### src/rtl/i2c_bus_arbiter_if.sv
// Signal bundle between the I2C channels, the shared-bus arbiter and the IOBUF pins.
// The slave modport is the arbiter's view; the master modport is the channel/board side.
interface i2c_bus_arbiter_if #(
  parameter int unsigned NUM_CHANNELS = 2
);
  localparam int unsigned IDX_W = (NUM_CHANNELS > 1) ? $clog2(NUM_CHANNELS) : 1;

  logic [NUM_CHANNELS-1:0] request;
  logic [NUM_CHANNELS-1:0] grant;
  logic [NUM_CHANNELS-1:0] ch_scl_output;
  logic [NUM_CHANNELS-1:0] ch_sda_output;
  logic [NUM_CHANNELS-1:0] ch_scl_input;
  logic [NUM_CHANNELS-1:0] ch_sda_input;
  logic                    bus_scl_output;
  logic                    bus_sda_output;
  logic                    bus_scl_input;
  logic                    bus_sda_input;
  logic                    owner_valid;
  logic [IDX_W-1:0]        owner_index;
  logic [NUM_CHANNELS-1:0] timeout_status;
  logic [NUM_CHANNELS-1:0] timeout_clear;

  modport slave (
    input  request, ch_scl_output, ch_sda_output, bus_scl_input, bus_sda_input, timeout_clear,
    output grant, ch_scl_input, ch_sda_input, bus_scl_output, bus_sda_output,
           owner_valid, owner_index, timeout_status
  );

  modport master (
    output request, ch_scl_output, ch_sda_output, bus_scl_input, bus_sda_input, timeout_clear,
    input  grant, ch_scl_input, ch_sda_input, bus_scl_output, bus_sda_output,
           owner_valid, owner_index, timeout_status
  );
endinterface

### src/rtl/i2c_bus_arbiter.sv
// Round-robin owner selection for one shared I2C bus, with a forced-release guard time
// between owners and an optional hold timeout that revokes a grant and flags it.
module i2c_bus_arbiter #(
  parameter int unsigned NUM_CHANNELS    = 2,
  parameter int unsigned GUARD_CYCLES    = 1000,
  parameter int unsigned MAX_HOLD_CYCLES = 0
) (
  input  logic               system_clock,
  input  logic               system_reset_n,
  i2c_bus_arbiter_if.slave   arb
);

  localparam int unsigned IDX_W   = (NUM_CHANNELS > 1) ? $clog2(NUM_CHANNELS) : 1;
  localparam int unsigned CNT_MAX = (GUARD_CYCLES > MAX_HOLD_CYCLES) ? GUARD_CYCLES : MAX_HOLD_CYCLES;
  localparam int unsigned CNT_W   = $clog2(CNT_MAX + 1);

  localparam logic [CNT_W-1:0] GUARD_LAST = CNT_W'(GUARD_CYCLES - 1);
  localparam logic [CNT_W-1:0] HOLD_LAST  = CNT_W'((MAX_HOLD_CYCLES == 0) ? 0 : MAX_HOLD_CYCLES - 1);
  localparam logic [IDX_W-1:0] LAST_RST   = IDX_W'(NUM_CHANNELS - 1);

  typedef enum logic [1:0] {
    ST_IDLE  = 2'd0,
    ST_GRANT = 2'd1,
    ST_GUARD = 2'd2
  } state_t;

  state_t                  r_state,       w_state_nxt;
  logic [NUM_CHANNELS-1:0] r_grant,       w_grant_nxt;
  logic [IDX_W-1:0]        r_owner,       w_owner_nxt;
  logic                    r_owner_valid, w_owner_valid_nxt;
  logic [IDX_W-1:0]        r_last,        w_last_nxt;
  logic [CNT_W-1:0]        r_cnt,         w_cnt_nxt;
  logic [NUM_CHANNELS-1:0] r_timeout,     w_timeout_nxt;

  logic                    w_hi_found;
  logic [IDX_W-1:0]        w_hi_idx;
  logic [IDX_W-1:0]        w_lo_idx;
  logic [IDX_W-1:0]        w_pick_idx;
  logic                    w_owner_req;

  // Round robin: lowest requester above the last owner, else lowest requester overall.
  always_comb begin
    w_hi_found = 1'b0;
    w_hi_idx   = '0;
    w_lo_idx   = '0;
    for (int c = int'(NUM_CHANNELS) - 1; c >= 0; c--) begin
      if (arb.request[IDX_W'(c)]) begin
        w_lo_idx = IDX_W'(c);
        if (IDX_W'(c) > r_last) begin
          w_hi_found = 1'b1;
          w_hi_idx   = IDX_W'(c);
        end
      end
    end
    w_pick_idx = w_hi_found ? w_hi_idx : w_lo_idx;
  end

  assign w_owner_req = arb.request[r_owner];

  always_ff @(posedge system_clock or negedge system_reset_n) begin
    if (!system_reset_n) begin
      r_state       <= ST_IDLE;
      r_grant       <= '0;
      r_owner       <= '0;
      r_owner_valid <= 1'b0;
      r_last        <= LAST_RST;
      r_cnt         <= '0;
      r_timeout     <= '0;
    end else begin
      r_state       <= w_state_nxt;
      r_grant       <= w_grant_nxt;
      r_owner       <= w_owner_nxt;
      r_owner_valid <= w_owner_valid_nxt;
      r_last        <= w_last_nxt;
      r_cnt         <= w_cnt_nxt;
      r_timeout     <= w_timeout_nxt;
    end
  end

  // Next-state logic; clear pulses apply first so a coincident timeout set wins.
  always_comb begin
    w_state_nxt       = r_state;
    w_grant_nxt       = r_grant;
    w_owner_nxt       = r_owner;
    w_owner_valid_nxt = r_owner_valid;
    w_last_nxt        = r_last;
    w_cnt_nxt         = r_cnt;
    w_timeout_nxt     = r_timeout & ~arb.timeout_clear;

    case (r_state)
      ST_IDLE: begin
        if (|arb.request) begin
          w_state_nxt       = ST_GRANT;
          w_grant_nxt       = NUM_CHANNELS'(1'b1) << w_pick_idx;
          w_owner_nxt       = w_pick_idx;
          w_owner_valid_nxt = 1'b1;
          w_cnt_nxt         = '0;
        end
      end

      ST_GRANT: begin
        w_cnt_nxt = r_cnt + CNT_W'(1);
        if (!w_owner_req || ((MAX_HOLD_CYCLES != 0) && (r_cnt == HOLD_LAST))) begin
          if (w_owner_req) begin
            w_timeout_nxt[r_owner] = 1'b1;
          end
          w_state_nxt       = ST_GUARD;
          w_grant_nxt       = '0;
          w_owner_nxt       = '0;
          w_owner_valid_nxt = 1'b0;
          w_last_nxt        = r_owner;
          w_cnt_nxt         = '0;
        end
      end

      ST_GUARD: begin
        if (r_cnt == GUARD_LAST) begin
          w_state_nxt = ST_IDLE;
          w_cnt_nxt   = '0;
        end else begin
          w_cnt_nxt = r_cnt + CNT_W'(1);
        end
      end

      default: begin
        w_state_nxt       = ST_IDLE;
        w_grant_nxt       = '0;
        w_owner_nxt       = '0;
        w_owner_valid_nxt = 1'b0;
        w_cnt_nxt         = '0;
      end
    endcase
  end

  // Bus drive follows only the registered owner, so reset releases the pins without a clock.
  assign arb.bus_scl_output = r_owner_valid ? arb.ch_scl_output[r_owner] : 1'b1;
  assign arb.bus_sda_output = r_owner_valid ? arb.ch_sda_output[r_owner] : 1'b1;

  assign arb.ch_scl_input   = {NUM_CHANNELS{arb.bus_scl_input}};
  assign arb.ch_sda_input   = {NUM_CHANNELS{arb.bus_sda_input}};

  assign arb.grant          = r_grant;
  assign arb.owner_valid    = r_owner_valid;
  assign arb.owner_index    = r_owner;
  assign arb.timeout_status = r_timeout;

endmodule

### src/flat_wrapper.sv
// flat-port wrapper written by rule: the top's interface ports become plain ports
module i2c_bus_arbiter_flat 
#(
  parameter int unsigned NUM_CHANNELS    = 2,
  parameter int unsigned GUARD_CYCLES    = 1000,
  parameter int unsigned MAX_HOLD_CYCLES = 0
)
  (system_clock, system_reset_n, arb_request, arb_ch_scl_output, arb_ch_sda_output, arb_bus_scl_input, arb_bus_sda_input, arb_timeout_clear, arb_grant, arb_ch_scl_input, arb_ch_sda_input, arb_bus_scl_output, arb_bus_sda_output, arb_owner_valid, arb_owner_index, arb_timeout_status);
  i2c_bus_arbiter_if #(.NUM_CHANNELS(NUM_CHANNELS)) arb_i ();
  input  logic system_clock;
  input  logic system_reset_n;
  input wire logic [$bits(arb_i.request)-1:0] arb_request;
  input wire logic [$bits(arb_i.ch_scl_output)-1:0] arb_ch_scl_output;
  input wire logic [$bits(arb_i.ch_sda_output)-1:0] arb_ch_sda_output;
  input wire logic [$bits(arb_i.bus_scl_input)-1:0] arb_bus_scl_input;
  input wire logic [$bits(arb_i.bus_sda_input)-1:0] arb_bus_sda_input;
  input wire logic [$bits(arb_i.timeout_clear)-1:0] arb_timeout_clear;
  output wire logic [$bits(arb_i.grant)-1:0] arb_grant;
  output wire logic [$bits(arb_i.ch_scl_input)-1:0] arb_ch_scl_input;
  output wire logic [$bits(arb_i.ch_sda_input)-1:0] arb_ch_sda_input;
  output wire logic [$bits(arb_i.bus_scl_output)-1:0] arb_bus_scl_output;
  output wire logic [$bits(arb_i.bus_sda_output)-1:0] arb_bus_sda_output;
  output wire logic [$bits(arb_i.owner_valid)-1:0] arb_owner_valid;
  output wire logic [$bits(arb_i.owner_index)-1:0] arb_owner_index;
  output wire logic [$bits(arb_i.timeout_status)-1:0] arb_timeout_status;
  assign arb_i.request = arb_request;
  assign arb_i.ch_scl_output = arb_ch_scl_output;
  assign arb_i.ch_sda_output = arb_ch_sda_output;
  assign arb_i.bus_scl_input = arb_bus_scl_input;
  assign arb_i.bus_sda_input = arb_bus_sda_input;
  assign arb_i.timeout_clear = arb_timeout_clear;
  assign arb_grant = arb_i.grant;
  assign arb_ch_scl_input = arb_i.ch_scl_input;
  assign arb_ch_sda_input = arb_i.ch_sda_input;
  assign arb_bus_scl_output = arb_i.bus_scl_output;
  assign arb_bus_sda_output = arb_i.bus_sda_output;
  assign arb_owner_valid = arb_i.owner_valid;
  assign arb_owner_index = arb_i.owner_index;
  assign arb_timeout_status = arb_i.timeout_status;
  i2c_bus_arbiter #(.NUM_CHANNELS(NUM_CHANNELS), .GUARD_CYCLES(GUARD_CYCLES), .MAX_HOLD_CYCLES(MAX_HOLD_CYCLES)) u_core (.system_clock(system_clock), .system_reset_n(system_reset_n), .arb(arb_i));
endmodule
### config.mk
export PLATFORM = sky130hd
export DESIGN_NAME = i2c_bus_arbiter_flat
export DESIGN_NICKNAME = d
export VERILOG_FILES = /design/src/rtl/i2c_bus_arbiter_if.sv /design/src/rtl/i2c_bus_arbiter.sv /design/src/flat_wrapper.sv
export SDC_FILE = /design/constraint.sdc
export NUM_CORES = 1
export LEC_CHECK = 0
export ABC_AREA = 0
export CORE_MARGIN = 8
export CORE_UTILIZATION = 51
export CTS_CLUSTER_DIAMETER = 100
export DETAILED_ROUTE_END_ITERATION = 10
export HOLD_SLACK_MARGIN = 0.15
export PLACE_DENSITY = 0.93
export SKIP_CTS_REPAIR_TIMING = 1
export SLEW_MARGIN = 40
export SYNTH_ARGS = -nofsm -noshare
export SYNTH_HDL_FRONTEND = slang
export SYNTH_SLANG_ARGS = --single-unit
### constraint.sdc
create_clock -name system_clock -period 3.27 [get_ports system_clock]
set_input_delay 0.654 -clock system_clock [delete_from_list [all_inputs] [get_ports system_clock]]
set_output_delay 0.654 -clock system_clock [all_outputs]
set_load 0.02 [all_outputs]
==> impl_metrics.toml, run 1 <==
[yosys]
synth.top_cells.by_area = "sky130_fd_sc_hd__dfrtp_1, sky130_fd_sc_hd__buf_4, sky130_fd_sc_hd__ha_1"
synth.cell_area_um2 = 936
synth.area.mux_share_pct = 2.27
synth.lib_cells_used.distinct = 33
synth_top_family_by_area = "simple AND/OR/NAND/NOR gates"
synth_seq_area_share_pct = 40.1
post_synth.cell_area_avg_um2 = 9.45
yosys.area_share.adder_pct = 5.35
post-synth-top-area-cell = "sky130_fd_sc_hd__dfrtp_1"
postSynthCellCount = 99
yosys_register_bits = 15
synth_ff_type = "sky130_fd_sc_hd__dfrtp_1"
ys.warnings.count = 0
synth-async-reset-ratio_pct = 100
synthDominantCellAreaShare_pct = 40.1
synthSimpleGateAreaFrac_pct = 26.5
synth_xor_xnor_area_share_pct = 1.87
synth_enable_flop_cells = 0
post_synthesis_compound_gate_area_fraction_pct = 13.0

[sta]
final.period_utilization_pct = 75.0
fmax_ghz = 0.408
worst-slew-pin-transition_ps = 671
grt_setup_unrepaired = "no"
period_minus_slack_ps = 2450
final_setup_violating_endpoints = 0
setup-tns-final_ps = 0
maxSlewHeadroom_pct = 55.2
finalHoldViolCount = 0
fin_ws_ps = 817
clock-skew-final_ps = 22.4
finalMaxSlewViolations = 0

[detailed_routing]
drt-pass1-iter-count = 4
postRouteAntennaNets = 0
first_iter_violations = 44
remaining_drc_errors = 0
vias = 725
wl_um = 1890
post_drt_via_cell_ratio = 5.45
route.detailed.wl_per_inst_um = 14.2

[floorplanning]
floorplan.core_area_mm2 = 0.00173
dieWidth_um = 58.8
initial_utilization_pct = 54.2
std_cell_rows = 15
fp.dieArea_mm2 = 0.00346
design.portCount = 24
fp.dieH_um = 58.8

[hold_path]
hold_path.class = "reg -> reg"
timing.hold.worst_path_depth = 1

[global_routing]
maximum_number_of_pins_on_one_net_before_global_route_repair = 17
via_count_of_the_first_global_routing_pass = 645
grt_overall_usage_pct = 11.4
grt_pass1_wl_um = 3070
initial_antenna_violation_count = 0
gr-total-overflow = 0

[clocking]
cts_buffers = 3
tritoncts = "yes"
clockRootBuffer = "sky130_fd_sc_hd__clkbuf_4"
cts.htree.levels = 1
path_clk_slew_ps = 70
cts.sink_count = 15
clock_latency_ps = 290
ctsLongestPathBuffers = 2

[pwr]
pwr_density_cell_mw_per_mm2 = 591
power_dissipated_by_switching_net_loads_mw = 0.243
pwr-share-comb_pct = 45.9
internal_power_mw = 0.384
power.leakage_nw = 0.426
relative_contribution_of_sequential_cells_to_total_power_pct = 37.3
switching_share_pct = 38.8
share_clk_of_total_power_pct = 16.8
vdd_drop_max_uv = 359
post-layout-total-power_mw = 0.628

[placement]
portBuffers = 13
dpl.hpwl_um = 1440
rd_place_congestion = 0.864
pre_cts_ws_ps = 819

[setup_path]
timing.setup.critical_path_class = "in -> out"
critPathMaxFanout = 1
setup.worst_path.end_class = "output pin"
critPathArrivalTime_ps = 1800
timing.reg2reg.worst_path_depth = 6
cp.required_ps = 2620
critPathLaunchType = "input port"

[finish]
area_growth_synth_to_finish_pct = 13.5
final_common_cell = "sky130_fd_sc_hd__dfrtp_1"
layout.core_utilization_pct = 61.5
layout-drive-gt1-share_pct = 8.33
mostFrequentLayoutCells = "sky130_fd_sc_hd__dfrtp_1, sky130_fd_sc_hd__clkdlybuf4s50_1, sky130_fd_sc_hd__inv_1"
design.final.nets = 125
antenna-diode-count = 0

[outcome]
outcome = "finished clean"

[run]
cap_viol_max_count = 0
[area by class of cell]
type,count,area [um^2]
fill,161,664
multi-input combinational,67,465
sequential,15,375
timing repair buffer,13,130
inverter,9,33.8
tap,25,31.3
clock buffer,4,26.3
[kinds of logic after synthesis]
group,Yosys count
other,1
and+or+nand+nor,38
muxes,2
DFF,15
buffers and inverters,18
xor gates and xnor gates,2
AOI/OAI and AO/OA,19
adders and majority gates,4
[power by group through the flow]
stage          Sequential (mW)  Combinational (mW)  Clock (mW)
6_report                 0.234               0.288       0.106
5_1_grt                  0.237               0.319       0.118
4_1_cts                  0.234               0.288       0.107
3_5_place_dp             0.237               0.286           0
3_3_place_gp             0.234               0.275           0
2_1_floorplan            0.240               0.216           0
[layer usage]
metal / GRT usage, % / vias up / wire (um)
met5: 0 / - / 0
met4: 4.10 / 0 / 30
met3: 2.61 / 2 / 96
met2: 19.5 / 24 / 967
met1: 13.4 / 341 / 792
li1: - / 358 / -
[through the flow]
stage,instance area (um^2),hold WS [ps],instances
floorplan,940,358,100
global placement,1040,487,129
detailed placement,1040,493,129
CTS,1060,517,133
global route,1060,526,133
finish,1060,516,133
[synth_stat cells, types with 2 or more instances]
library cell               instances
sky130_fd_sc_hd__a21oi_1           3
sky130_fd_sc_hd__a31oi_1           4
sky130_fd_sc_hd__and2_1            2
sky130_fd_sc_hd__buf_4             8
sky130_fd_sc_hd__dfrtp_1          15
sky130_fd_sc_hd__ha_1              4
sky130_fd_sc_hd__inv_1             9
sky130_fd_sc_hd__nand2_1           7
sky130_fd_sc_hd__nand2b_1          3
sky130_fd_sc_hd__nand3_1           8
sky130_fd_sc_hd__nand4_1           2
sky130_fd_sc_hd__nor2_1            2
sky130_fd_sc_hd__nor2b_1           2
sky130_fd_sc_hd__nor3_1            4
sky130_fd_sc_hd__o21ai_0           5
sky130_fd_sc_hd__o22ai_1           2
sky130_fd_sc_hd__or3_1             2
sky130_fd_sc_hd__xnor2_1           2
[path summary, 6_finish.rpt]
kind                                              start                      endpoint  slack, ps
setup / recovery                   arb_ch_scl_output[0]            arb_bus_scl_output        820
hold / removal             u_core.arb.timeout_status[0]  u_core.arb.timeout_status[0]        520
setup reg to reg                      u_core.r_state[0]               u_core.r_cnt[7]       1410
hold reg to reg            u_core.arb.timeout_status[0]  u_core.arb.timeout_status[0]        520
max in group asynchronous                system_reset_n               u_core.r_cnt[7]       2060
min in group asynchronous                system_reset_n        u_core.arb.owner_valid        760
[flip-flops by register name, indices dropped and copies added (netlist names)]
name and flops:
u_core.arb.timeout_status 2, u_core.r_state 2, u_core.arb.owner_valid 1, u_core.r_cnt 10
[critical path, cell delays in order]
cell,delay (ps)
sky130_fd_sc_hd__clkdlybuf4s50_1,450
sky130_fd_sc_hd__nand2b_1,100
sky130_fd_sc_hd__clkdlybuf4s50_1,600
Power figures use the tool's default switching activity.
==> run 2, diff against run 1 <==
CORE_UTILIZATION = 43   (was 51)
PLACE_DENSITY = 0.84   (was 0.93)
clock period = 2 ns   (was 3.27 ns; I/O delays follow)
==> run 2 against run 1 <==
Via count is 5.2% higher. Cell area grew 4.6%. Highest routed layer unchanged. Register-to-register slack worse by 1100 ps. Final cell count up 6.8%. First-iteration DRC count is 59% lower. Sequential power grew 62%. Core utilization shrank 9.3 points.
==> impl_metrics.toml, run 2 (synthesis gave the netlist of run 1 again) <==
[outcome]
outcome = "finished clean"

[detailed_routing]
routed.top_layer = "met4"
remaining_drc_errors = 0
postRouteAntennaNets = 0
first_iter_violations = 18
drt-pass1-iter-count = 4
route.detailed.wl_per_inst_um = 13.7
dr_wl_met3_um = 99
met2RoutedLength_um = 1020
wl_um = 1950
vias = 763
wl_met1_um = 781
post_drt_via_cell_ratio = 5.37

[global_routing]
gr-total-overflow = 0
maximum_number_of_pins_on_one_net_before_global_route_repair = 16
initial_antenna_violation_count = 0
grt_pass1_wl_um = 3390
grt_overall_usage_pct = 10.6
via_count_of_the_first_global_routing_pass = 802

[finish]
area_growth_synth_to_finish_pct = 18.7
final_common_cell = "sky130_fd_sc_hd__dfrtp_1"
layout-drive-gt1-share_pct = 13.2
antenna-diode-count = 0
mostFrequentLayoutCells = "sky130_fd_sc_hd__dfrtp_1, sky130_fd_sc_hd__clkdlybuf4s50_1, sky130_fd_sc_hd__inv_1"
postLayoutCellArea_mm2 = 0.00111
regMostFlops = "u_core.r_cnt"
design.final.nets = 131
flip_flop_count_of_the_largest_register_all_copies_and_words_added = 10

[placement]
portBuffers = 13
dpl.hpwl_um = 1530
dpl-instance-area_mm2 = 0.00108
rd_place_congestion = 0.902

[clocking]
cts.sink_count = 15
clock_latency_ps = 290
clockRootBuffer = "sky130_fd_sc_hd__clkbuf_4"
cts_buffers = 3
ctsLongestPathBuffers = 2
tritoncts = "yes"
path_clk_slew_ps = 90
cts.htree.levels = 1

[setup_path]
critPathMaxFanout = 1
crit_path_frequent_cell = "sky130_fd_sc_hd__clkdlybuf4s50_1"
timing.setup.critical_path_class = "in -> out"
regToRegSetupSlack_ps = 320
worst_r2r_startpoint = "u_core.r_cnt[0]"
r2r_end = "u_core.r_state[1]"
slowest_delay_ps = 600
setup.worst_path.end_class = "output pin"
critical-path-slowest-cell = "sky130_fd_sc_hd__clkdlybuf4s50_1"
critPathLaunchType = "input port"
timing.reg2reg.worst_path_depth = 5
cp_num_cells = 3
critical_path.startpoint = "arb_ch_sda_output[0]"
timing.critical_path.max_delay_family = "buffers and inverters"
cp.buffers_inverters = 2
timing.critical_path.cells = "clkdlybuf4s50_1 > nand2b_1 > clkdlybuf4s50_1"
cp.required_ps = 1600
critPathCapture = "arb_bus_sda_output"
critPathArrivalTime_ps = 1530

[floorplanning]
floorplan.core_area_mm2 = 0.00213
initial_utilization_pct = 44.0
design.portCount = 24
fp.dieArea_mm2 = 0.00393
std_cell_rows = 17
fp.dieH_um = 62.7
dieWidth_um = 62.7

[sta]
finalMaxSlewViolations = 0
grt_setup_unrepaired = "no"
period_minus_slack_ps = 1930
final_setup_violating_endpoints = 0
final.period_utilization_pct = 96.5
finalHoldViolCount = 0
fmax_ghz = 0.518
clock-skew-final_ps = 0.918
setup-tns-final_ps = 0

[pwr]
vdd_drop_max_uv = 496
pwr_density_cell_mw_per_mm2 = 985
power.leakage_nw = 0.458

[hold_path]
hold_path.class = "in -> async"

[run]
cap_viol_max_count = 0
==> run 2: final cells by class <==
type	count	area, um^2
flip-flops and latches	15	375
repair buffers	19	175
well taps	28	35.0
multi-input cells	67	465
inverters	9	33.8
fillers	214	1020
clock buffers	4	26.3
==> run 2: worst min path at each step <==
stage / from / to / slack, ps / cells after the start
2_1_floorplan: system_reset_n / u_core.arb.owner_valid / 100 / 0
3_3_place_gp: u_core.arb.timeout_status[1] / u_core.arb.timeout_status[1] / 490 / 1
3_5_place_dp: u_core.arb.timeout_status[1] / u_core.arb.timeout_status[1] / 500 / 1
4_1_cts: system_reset_n / u_core.r_state[1] / 410 / 2
5_1_grt: system_reset_n / u_core.r_state[1] / 430 / 2
6_report: system_reset_n / u_core.r_cnt[9] / 410 / 2
==> run 2: stage by stage <==
stage	setup slack (ps)	hold slack, ps	power (mW)	util [%]	cells
detailed placement	62.1	497	0.922	51.0	138
floorplan	459	104	0.744	-	100
CTS	62.1	414	1.11	52.2	142
finish	70.8	413	1.09	52.2	142
global route	21.5	430	1.18	52.2	142
global placement	67.7	487	0.894	51.0	138
==> run 2: metal layers <==
metal  GRT usage [%]  up-vias
met1            10.2      366
met3            2.51        5
met5               0        -
met4            8.55        0
met2            18.8       20
li1                -      372
==> run 2: worst reg2reg max path, cell delays in order, from the launching register on <==
cell	delay, ps
sky130_fd_sc_hd__dfrtp_1	430
sky130_fd_sc_hd__ha_1	240
sky130_fd_sc_hd__and2_1	190
sky130_fd_sc_hd__nand4_4	180
sky130_fd_sc_hd__a21oi_2	210
sky130_fd_sc_hd__mux2_1	330
==> run 2: power by group <==
group	leakage, nW	internal [mW]	switching, mW	total [mW]
clock	0.0150	0.0778	0.104	0.182
combinational	0.239	0.260	0.273	0.533
sequential	0.204	0.343	0.0366	0.380
total	0.458	0.681	0.414	1.09
==> run 3, diff against run 2 <==
CTS_CLUSTER_SIZE = 20   (was not set)
SETUP_SLACK_MARGIN = 0.2   (was not set)
==> run 3 against run 2 <==
Critical path depth is 2 lower. First-iteration DRC count is 44% higher. Sequential share of layout area is 0.38 points lower. Via count is 1.4% higher. Fmax is 12% higher. Non-clock buffer count is 1 higher. Power hardly changed. Clock power is 2% lower. Global-route usage stayed put. Core utilization is 0.59 points higher. Die area stayed put. Sequential cell count stayed put. Largest cell class unchanged. Largest power group unchanged.
==> impl_metrics.toml, run 3 (synthesis gave the netlist of run 1 again) <==
[pwr]
internal_power_mw = 0.682
share_clk_of_total_power_pct = 16.3
relative_contribution_of_sequential_cells_to_total_power_pct = 34.8
vdd_drop_max_uv = 491
power.leakage_nw = 0.471
power_dissipated_by_switching_net_loads_mw = 0.412
pwr_density_cell_mw_per_mm2 = 974
pwr-share-comb_pct = 48.9
switching_share_pct = 37.6

[sta]
final.period_utilization_pct = 86.0
fmax_ghz = 0.581
final_setup_violating_endpoints = 0
clock-skew-final_ps = 0.581
finalMaxSlewViolations = 0
period_minus_slack_ps = 1720
setup-tns-final_ps = 0
grt_setup_unrepaired = "no"
finalHoldViolCount = 0

[global_routing]
via_count_of_the_first_global_routing_pass = 802
grt_overall_usage_pct = 10.6
grt_pass1_wl_um = 3390
maximum_number_of_pins_on_one_net_before_global_route_repair = 16
initial_antenna_violation_count = 0
gr-total-overflow = 0

[clocking]
clock_latency_ps = 290
cts.htree.levels = 1
cts_buffers = 3
path_clk_slew_ps = 90
ctsLongestPathBuffers = 2
cts.sink_count = 15
tritoncts = "yes"
clockRootBuffer = "sky130_fd_sc_hd__clkbuf_4"

[finish]
final_common_cell = "sky130_fd_sc_hd__dfrtp_1"
regMostFlops = "u_core.r_cnt"
design.final.nets = 132
layout.core_utilization_pct = 52.8
mostFrequentLayoutCells = "sky130_fd_sc_hd__dfrtp_1, sky130_fd_sc_hd__clkdlybuf4s50_1, sky130_fd_sc_hd__inv_1"
postLayoutCellArea_mm2 = 0.00112
flip_flop_count_of_the_largest_register_all_copies_and_words_added = 10
antenna-diode-count = 0
area_growth_synth_to_finish_pct = 20.1
fillers = 210
layout-drive-gt1-share_pct = 13.9

[hold_path]
hold_path.class = "in -> async"

[setup_path]
critical-path-slowest-cell = "sky130_fd_sc_hd__clkdlybuf4s50_1"
slowest_delay_ps = 630
regToRegSetupSlack_ps = 310
timing.critical_path.cells = "clkdlybuf4s50_1"
worst_r2r_startpoint = "u_core.r_cnt[0]"
cp.required_ps = 1600
timing.setup.critical_path_class = "reg -> out"
critPathMaxFanout = 5
r2r_end = "u_core.r_state[1]"
cp.buffers_inverters = 1
timing.critical_path.max_delay_family = "buffers and inverters"
critPathLaunchType = "flop"
timing.reg2reg.worst_path_depth = 5
setup.worst_path.end_class = "output pin"
critPathArrivalTime_ps = 1320

[floorplanning]
floorplan.core_area_mm2 = 0.00213
initial_utilization_pct = 44.0
fp.dieArea_mm2 = 0.00393
fp.dieH_um = 62.7
std_cell_rows = 17
dieWidth_um = 62.7
design.portCount = 24

[detailed_routing]
first_iter_violations = 26
remaining_drc_errors = 0
post_drt_via_cell_ratio = 5.41
drt-pass1-iter-count = 5
route.detailed.wl_per_inst_um = 13.8
vias = 774
postRouteAntennaNets = 0
wl_um = 1980

[placement]
rd_place_congestion = 0.902
dpl-instance-area_mm2 = 0.00108
dpl.hpwl_um = 1530
portBuffers = 13

[run]
cap_viol_max_count = 0

[outcome]
outcome = "finished clean"
==> run 3: changes by cell type in the layout (fill, tap and decap cells not counted), sizes merged <==
cell / delta
buf: +1
dlymetal6s2s: +2
clkdlybuf4s50: -2
==> run 3: final cells by class <==
class / instances / area [um^2] / area share, %
well taps: 28 / 35.0 / 3.12
inverters: 9 / 33.8 / 3.01
multi-input cells: 67 / 465 / 41.4
flip-flops and latches: 15 / 375 / 33.4
clock buffers: 4 / 26.3 / 2.34
repair buffers: 20 / 188 / 16.7
==> run 3: worst max path at each step <==
stage | from | to | slack, ps | cells past startpoint
2_1_floorplan | u_core.r_cnt[0] | u_core.r_state[1] | 460 | 5
3_3_place_gp | arb_ch_scl_output[0] | arb_bus_scl_output | 70 | 3
3_5_place_dp | arb_ch_scl_output[0] | arb_bus_scl_output | 60 | 3
4_1_cts | arb_ch_scl_output[0] | arb_bus_scl_output | 60 | 3
5_1_grt | u_core.arb.owner_valid | arb_grant[0] | 220 | 1
6_report | u_core.arb.owner_valid | arb_grant[0] | 280 | 1
==> run 3: stage by stage <==
| step | hold WS (ps) | setup WS (ps) | power (mW) | std cells |
|---|---|---|---|---|
| after floorplan | 104 | 459 | 0.744 | 100 |
| after global placement | 487 | 67.7 | 0.894 | 138 |
| after detailed placement | 497 | 62.1 | 0.922 | 138 |
| after CTS | 414 | 62.1 | 1.11 | 142 |
| after global routing | 430 | 222 | 1.18 | 143 |
| final | 421 | 279 | 1.09 | 143 |
==> run 3: per-layer routing <==
layer  vias up  share of wire (%)  track usage, %
li1        372                  -               -
met1       357                 38            10.2
met2        34                 51            18.8
met3        11                6.3            2.51
met4         0                4.4            8.55
met5         -                  0               0
==> run 3: power by group through the flow <==
stage / Combinational, mW / Clock (mW) / Sequential, mW
final: 0.535 / 0.178 / 0.380
after detailed placement: 0.536 / 0 / 0.386
after floorplan: 0.353 / 0 / 0.392
after global routing: 0.592 / 0.203 / 0.386
after global placement: 0.512 / 0 / 0.383
after CTS: 0.538 / 0.188 / 0.380
